### config.mk
export PLATFORM = sky130hd
export DESIGN_NAME = x_uart_tx_arb_flat
export DESIGN_NICKNAME = d
export VERILOG_FILES = /design/src/rtl/x_uart_tx_arb_if.sv /design/src/rtl/x_uart_tx_arb.sv /design/src/flat_wrapper.sv
export SDC_FILE = /design/constraint.sdc
export NUM_CORES = 1
export LEC_CHECK = 0
export ABC_AREA = 1
export CAP_MARGIN = 30
export CORE_MARGIN = 4
export CORE_UTILIZATION = 38
export DETAILED_ROUTE_END_ITERATION = 10
export GPL_TIMING_DRIVEN = 0
export PLACE_DENSITY = 0.85
export SLEW_MARGIN = 40
export SYNTH_ARGS = -nofsm -noshare
export SYNTH_HDL_FRONTEND = slang
export SYNTH_SLANG_ARGS = --single-unit
### constraint.sdc
create_clock -name i_clk -period 2.1 [get_ports i_clk]
set_input_delay 0.42 -clock i_clk [delete_from_list [all_inputs] [get_ports i_clk]]
set_output_delay 0.42 -clock i_clk [all_outputs]
set_load 0.01 [all_outputs]
### src/rtl/x_uart_tx_arb_if.sv
// Requester and transmitter handshake bundle for the x_uart_tx arbiter.
// The arbiter takes the slave view; requesters and the transmitter take the master view.
interface x_uart_tx_arb_if #(
  parameter int unsigned p_req   = 4,
  parameter int unsigned p_width = 8
);
  logic [p_req-1:0]         req_valid;
  logic [p_req-1:0]         req_last;
  logic [p_req*p_width-1:0] req_data;
  logic [p_req-1:0]         req_accept;
  logic                     tx_valid;
  logic [p_width-1:0]       tx_data;
  logic                     tx_accept;

  modport slave (
    input  req_valid, req_last, req_data, tx_accept,
    output req_accept, tx_valid, tx_data
  );

  modport master (
    output req_valid, req_last, req_data, tx_accept,
    input  req_accept, tx_valid, tx_data
  );
endinterface

### src/rtl/x_uart_tx_arb.sv
// Round-robin arbiter feeding one x_uart_tx from p_req byte sources.
// Multi-byte messages lock the grant so messages never interleave on the line.
module x_uart_tx_arb #(
  parameter int unsigned p_req   = 4,
  parameter int unsigned p_width = 8
) (
  input  logic                     i_clk,
  input  logic                     i_rst,
  x_uart_tx_arb_if.slave           bus,
  output logic [$clog2(p_req)-1:0] o_grant_id,
  output logic                     o_locked
);
  localparam int unsigned IdW = $clog2(p_req);

  typedef enum logic {IDLE, HOLD} state_e;

  state_e             state_q, state_d;
  logic               tx_valid_q, tx_valid_d;
  logic [p_width-1:0] tx_data_q, tx_data_d;
  logic [IdW-1:0]     grant_q, grant_d;
  logic               locked_q, locked_d;
  logic [IdW-1:0]     win_id;
  logic               win_found;
  logic [p_req-1:0]   accept_c;
  logic [p_width-1:0] req_byte [p_req];

  // Pointer arithmetic that wraps at p_req-1, so unused codes never appear.
  function automatic logic [IdW-1:0] rr_idx(input logic [IdW-1:0] base, input int unsigned ofs);
    int unsigned s;
    s = 32'(base) + ofs;
    if (s >= p_req) s = s - p_req;
    return IdW'(s);
  endfunction

  for (genvar n = 0; n < p_req; n++) begin : g_unpack
    assign req_byte[n] = bus.req_data[n*p_width +: p_width];
  end

  // Winner search: the locked owner only, otherwise first valid after the pointer.
  always_comb begin
    win_found = 1'b0;
    win_id    = grant_q;
    if (locked_q) begin
      win_found = bus.req_valid[grant_q];
    end else begin
      for (int unsigned k = 1; k <= p_req; k++) begin
        if (!win_found && bus.req_valid[rr_idx(grant_q, k)]) begin
          win_found = 1'b1;
          win_id    = rr_idx(grant_q, k);
        end
      end
    end
  end

  always_comb begin
    state_d    = state_q;
    tx_valid_d = tx_valid_q;
    tx_data_d  = tx_data_q;
    grant_d    = grant_q;
    locked_d   = locked_q;
    accept_c   = '0;
    case (state_q)
      IDLE: begin
        if (win_found) begin
          accept_c[win_id] = 1'b1;
          tx_valid_d       = 1'b1;
          tx_data_d        = req_byte[win_id];
          grant_d          = win_id;
          locked_d         = ~bus.req_last[win_id];
          state_d          = HOLD;
        end
      end
      HOLD: begin
        if (bus.tx_accept) begin
          tx_valid_d = 1'b0;
          state_d    = IDLE;
        end
      end
      default: state_d = IDLE;
    endcase
  end

  always_ff @(posedge i_clk or posedge i_rst) begin
    if (i_rst) begin
      state_q    <= IDLE;
      tx_valid_q <= 1'b0;
      tx_data_q  <= '0;
      grant_q    <= IdW'(p_req - 1);
      locked_q   <= 1'b0;
    end else begin
      state_q    <= state_d;
      tx_valid_q <= tx_valid_d;
      tx_data_q  <= tx_data_d;
      grant_q    <= grant_d;
      locked_q   <= locked_d;
    end
  end

  // The accept pulse is combinational; hold it low while reset is asserted.
  assign bus.req_accept = accept_c & {p_req{~i_rst}};
  assign bus.tx_valid   = tx_valid_q;
  assign bus.tx_data    = tx_data_q;
  assign o_grant_id     = grant_q;
  assign o_locked       = locked_q;
endmodule

### src/flat_wrapper.sv
// flat-port wrapper written by rule: the top's interface ports become plain ports
module x_uart_tx_arb_flat 
#(
  parameter int unsigned p_req   = 4,
  parameter int unsigned p_width = 8
)
  (i_clk, i_rst, o_grant_id, o_locked, bus_req_valid, bus_req_last, bus_req_data, bus_tx_accept, bus_req_accept, bus_tx_valid, bus_tx_data);
  x_uart_tx_arb_if #(.p_req(p_req), .p_width(p_width)) bus_i ();
  input  logic i_clk;
  input  logic i_rst;
  output logic [$clog2(p_req)-1:0] o_grant_id;
  output logic o_locked;
  input wire logic [$bits(bus_i.req_valid)-1:0] bus_req_valid;
  input wire logic [$bits(bus_i.req_last)-1:0] bus_req_last;
  input wire logic [$bits(bus_i.req_data)-1:0] bus_req_data;
  input wire logic [$bits(bus_i.tx_accept)-1:0] bus_tx_accept;
  output wire logic [$bits(bus_i.req_accept)-1:0] bus_req_accept;
  output wire logic [$bits(bus_i.tx_valid)-1:0] bus_tx_valid;
  output wire logic [$bits(bus_i.tx_data)-1:0] bus_tx_data;
  assign bus_i.req_valid = bus_req_valid;
  assign bus_i.req_last = bus_req_last;
  assign bus_i.req_data = bus_req_data;
  assign bus_i.tx_accept = bus_tx_accept;
  assign bus_req_accept = bus_i.req_accept;
  assign bus_tx_valid = bus_i.tx_valid;
  assign bus_tx_data = bus_i.tx_data;
  x_uart_tx_arb #(.p_req(p_req), .p_width(p_width)) u_core (.i_clk(i_clk), .i_rst(i_rst), .bus(bus_i), .o_grant_id(o_grant_id), .o_locked(o_locked));
endmodule
==> flow_summary.ini <==
[run_status]
outcome = finished, violations left
failed_checks = negative setup slack

[drt]
route.vias.total = 1542
routed_wl_um = 3944
detail_route.vias_per_cell = 4.673
remaining_antenna_violation_count_after_routing = 0
post_drt_wl_per_cell_um = 11.95
drt-initial-drc-count = 60
drcViolationCount = 0
drtPass1Iterations = 4

[logic_synthesis]
yosysUniqueCellTypes = 25
synth_nets = 253
syn-cell-area_um2 = 1361
netlist.area_leader.share = 0.2730
post_synthesis_mean_instance_area_um2 = 6.482
yosys_warnings = 0
synth_area_leaders = sky130_fd_sc_hd__nand2_1 27%, sky130_fd_sc_hd__dfrtp_1 20%, sky130_fd_sc_hd__nand2_2 14%, sky130_fd_sc_hd__nand3_1 8.1%, sky130_fd_sc_hd__nand2_4 4.1%
netlist_instances = 210
synth-seq-area-share = 0.2408
ys_seq_elements = 13
yosys.area.top_type = sky130_fd_sc_hd__nand2_1

[power]
cellInternalPower_uw = 2115
clockPowerShare = 0.033
comb_power_share = 0.862
netSwitchingFraction = 0.5265
seqPwrFrac = 0.105
power.leakage_uw = 0.001147
total_power_divided_by_cell_area_nw_per_um2 = 1976
vdd_ir_drop_max_mv = 0.9754
net_load_switching_power_uw = 2352

[grt]
grt_pass1_vias = 1430
grt_pass1_wl_um = 6237
grt_overflow_total = 0
aggregate_global_route_resource_usage = 0.1773
initial_antenna_violation_count = 0
grt_max_degree = 14

[timing]
highest_clock_rate_mhz = 391.3
final.setup_skew_ns = 0.004555
min_period_over_period = 1.217
final_hold_viol_count = 0
slew-limit-headroom = 0.6935
timing_max_transition_violations_final = 0
min_period_ns = 2.556
worst_slack_ns = -0.4555
hold-worst-slack_ns = 0.4400
final-setup-viol-count = 8
rsz0062_at_grt = yes
worstMarginPinSlew_ns = 0.4592

[clocking]
clkLatencyLatePin_ns = 0.27
clock_root_cell = sky130_fd_sc_hd__clkbuf_4
post_cts_hold_buffer_count = 0
cts_tree = done
clkSinkCount = 13
clock_h_tree_levels = 1
clk_path_buf_depth = 2
clock_transition_time_at_the_flip_flop_clock_pins_of_the_worst_setup_and_hold_paths_ns = 0.07
cts_inserted_buffers = 3

[flow_run]
drv_cap = 0

[floorplanning]
std_cell_rows = 21
fp.coreArea_um2 = 3390
die_area_um2 = 4604
boundaryPins = 59
die_h_um = 67.86
start_util = 0.4016
floorplan.die.width_um = 67.86

[layout]
layout.cells.non_filler = 330
antenna_cells = 0
drive_above_1_share = 0.3239
final_net_count = 328
fin_area_um2 = 2261
area.growth.synth_to_final_pct = 66.08
utilization = 0.6670

[placed_design]
final_hpwl_from_detailed_placement_um = 2822
dpl_cell_area_um2 = 2044
place_worst_setup_slack_ns = -0.9542
placed_cell_count = 314
place_congestion = 0.8201
port_buffers = 58

[worst_hold_path]
hold_path_depth = 1
hold_crit_path_type = reg -> reg

[setup_path]
critPathKind = reg -> out
timing.critical_path.cells = buf_12 > inv_12 > nand2_4 > nand3_2 > nand2_4 > nand2_2 > nand2_4 > nand2_4 > nand2_4 > nand2_8 > nand2_8 > buf_12 > inv_4 > nor3_4 > buf_2
worst-r2r-cell-count = 19
cp_common_cell = sky130_fd_sc_hd__nand2_4
critical-path-slowest-cell = sky130_fd_sc_hd__dfstp_2
max_stage_delay_ns = 0.56
crit_arrival_ns = 2.14
setup.worst_path.end_class = output pin
worst-path-max-fanout = 8
cp-start-kind = register
worst-r2r-setup-slack_ns = -0.04
crit_required_ns = 1.68
-- flip-flops by register name, indices dropped and copies added, names as in the netlist --
register,flops
u_core.bus.tx_valid,1
u_core.o_locked,1
u_core.o_grant_id,2
u_core.state_q,1
u_core.bus.tx_data,8
-- worst paths after layout --
kind	endpoint	from
worst min register to register	u_core.bus.tx_valid	u_core.state_q
worst min-delay path	u_core.bus.tx_valid	u_core.state_q
worst max register to register	u_core.bus.tx_data[6]	u_core.o_grant_id[0]
min in group asynchronous	u_core.o_locked	i_rst
max in group asynchronous	u_core.o_grant_id[1]	i_rst
worst max-delay path	bus_req_accept[2]	u_core.o_grant_id[0]
-- cell families (layout without fill, tap and decap cells) --
| logic type | after synthesis | after routing | share of synthesized area |
|---|---|---|---|
| simple gates | 172 | 172 | 0.6324 |
| buf+inv | 20 | 94 | 0.1066 |
| flops | 13 | 13 | 0.2408 |
| compound gates | 5 | 5 | 0.02022 |
-- cells in the mapped netlist --
cell	instances
sky130_fd_sc_hd__nand4_1	1
sky130_fd_sc_hd__nand3_2	2
sky130_fd_sc_hd__nand3b_1	1
sky130_fd_sc_hd__o21bai_1	1
sky130_fd_sc_hd__nand2_4	5
sky130_fd_sc_hd__nand2_8	2
sky130_fd_sc_hd__buf_2	2
sky130_fd_sc_hd__inv_8	1
sky130_fd_sc_hd__dfrtp_1	11
sky130_fd_sc_hd__buf_12	1
sky130_fd_sc_hd__inv_2	2
sky130_fd_sc_hd__nand3_1	22
sky130_fd_sc_hd__nor3_2	1
sky130_fd_sc_hd__nor2_1	6
sky130_fd_sc_hd__buf_6	3
sky130_fd_sc_hd__nand2_1	99
sky130_fd_sc_hd__nor3_1	1
sky130_fd_sc_hd__inv_1	9
sky130_fd_sc_hd__nand3_4	1
sky130_fd_sc_hd__dfstp_2	2
sky130_fd_sc_hd__buf_8	1
sky130_fd_sc_hd__o21ai_0	3
sky130_fd_sc_hd__clkbuf_8	1
sky130_fd_sc_hd__nand2_2	31
sky130_fd_sc_hd__a21oi_1	1
-- area by class of cell --
class                           instances  area, um^2
Timing Repair Buffer                   71       670.6
Clock buffer                            4       26.28
Multi-Input combinational cell        177        1017
Tap cell                               46       57.56
Sequential cell                        13       327.8
Buffer                                  7       98.84
Fill cell                             290        1129
Inverter                               12       62.56
-- timing repair --
action | in CTS | in global routing
setup buffers | 11 | 1
endpoints found under the setup margin | 10 | 13
pin swaps | 16 | 13
endpoints found under the hold margin | 0 | 0
cloned | 0 | 2
resized for setup | 36 | 14
-- layer usage --
layer / track usage / share of wire / up-vias
li1: - / - / 797
met1: 0.1972 / 0.39 / 694
met2: 0.3426 / 0.53 / 46
met3: 0.04762 / 0.072 / 5
met4: 0.02233 / 0.0053 / 0
met5: 0 / 0 / -
-- power groups by stage --
stage,sequential [uW],combinational [uW],clock (uW)
after global routing,483,4260,165
after global placement,475,3310,0
after detailed placement,479,3340,0
final,469,3850,146
after floorplan,517,2510,0
after CTS,464,3710,154
-- critical path: cells and delay by family (launching register included) --
family	cells	cell delay, ns
buffers and inverters	5	0.48
flip-flops	1	0.56
AND/OR/NAND/NOR	10	0.81
-- placed cells by master, fill, tap and decap left out --
master,n
sky130_fd_sc_hd__nand2_1,90
sky130_fd_sc_hd__clkdlybuf4s50_1,54
sky130_fd_sc_hd__nand2_2,28
sky130_fd_sc_hd__nand3_1,19
sky130_fd_sc_hd__nand2_4,17
sky130_fd_sc_hd__dfrtp_1,11
sky130_fd_sc_hd__inv_1,8
sky130_fd_sc_hd__buf_6,8
sky130_fd_sc_hd__buf_4,8
sky130_fd_sc_hd__nand3_2,5
sky130_fd_sc_hd__buf_2,5
sky130_fd_sc_hd__o21ai_0,3
sky130_fd_sc_hd__clkbuf_4,3
sky130_fd_sc_hd__buf_12,2
sky130_fd_sc_hd__nor2_4,2
sky130_fd_sc_hd__nor2_1,2
sky130_fd_sc_hd__inv_4,2
sky130_fd_sc_hd__nand2_8,2
sky130_fd_sc_hd__nor2_2,2
sky130_fd_sc_hd__dfstp_2,2
sky130_fd_sc_hd__inv_12,1
sky130_fd_sc_hd__inv_2,1
sky130_fd_sc_hd__a21oi_1,1
sky130_fd_sc_hd__nand3_4,1
sky130_fd_sc_hd__o21bai_1,1
sky130_fd_sc_hd__nand4_1,1
sky130_fd_sc_hd__clkbuf_8,1
sky130_fd_sc_hd__nor3_4,1
sky130_fd_sc_hd__nor3_2,1
sky130_fd_sc_hd__nand3b_1,1
sky130_fd_sc_hd__clkbuf_1,1
-- stage by stage --
stage | setup TNS (ns) | power (uW)
finish | -1.869 | 4468
global route | -3.649 | 4912
CTS | -2.200 | 4326
detailed placement | -5.365 | 3820
global placement | -5.166 | 3783
floorplan | -0.3284 | 3023
No activity file was read; power rests on OpenSTA's default activity.
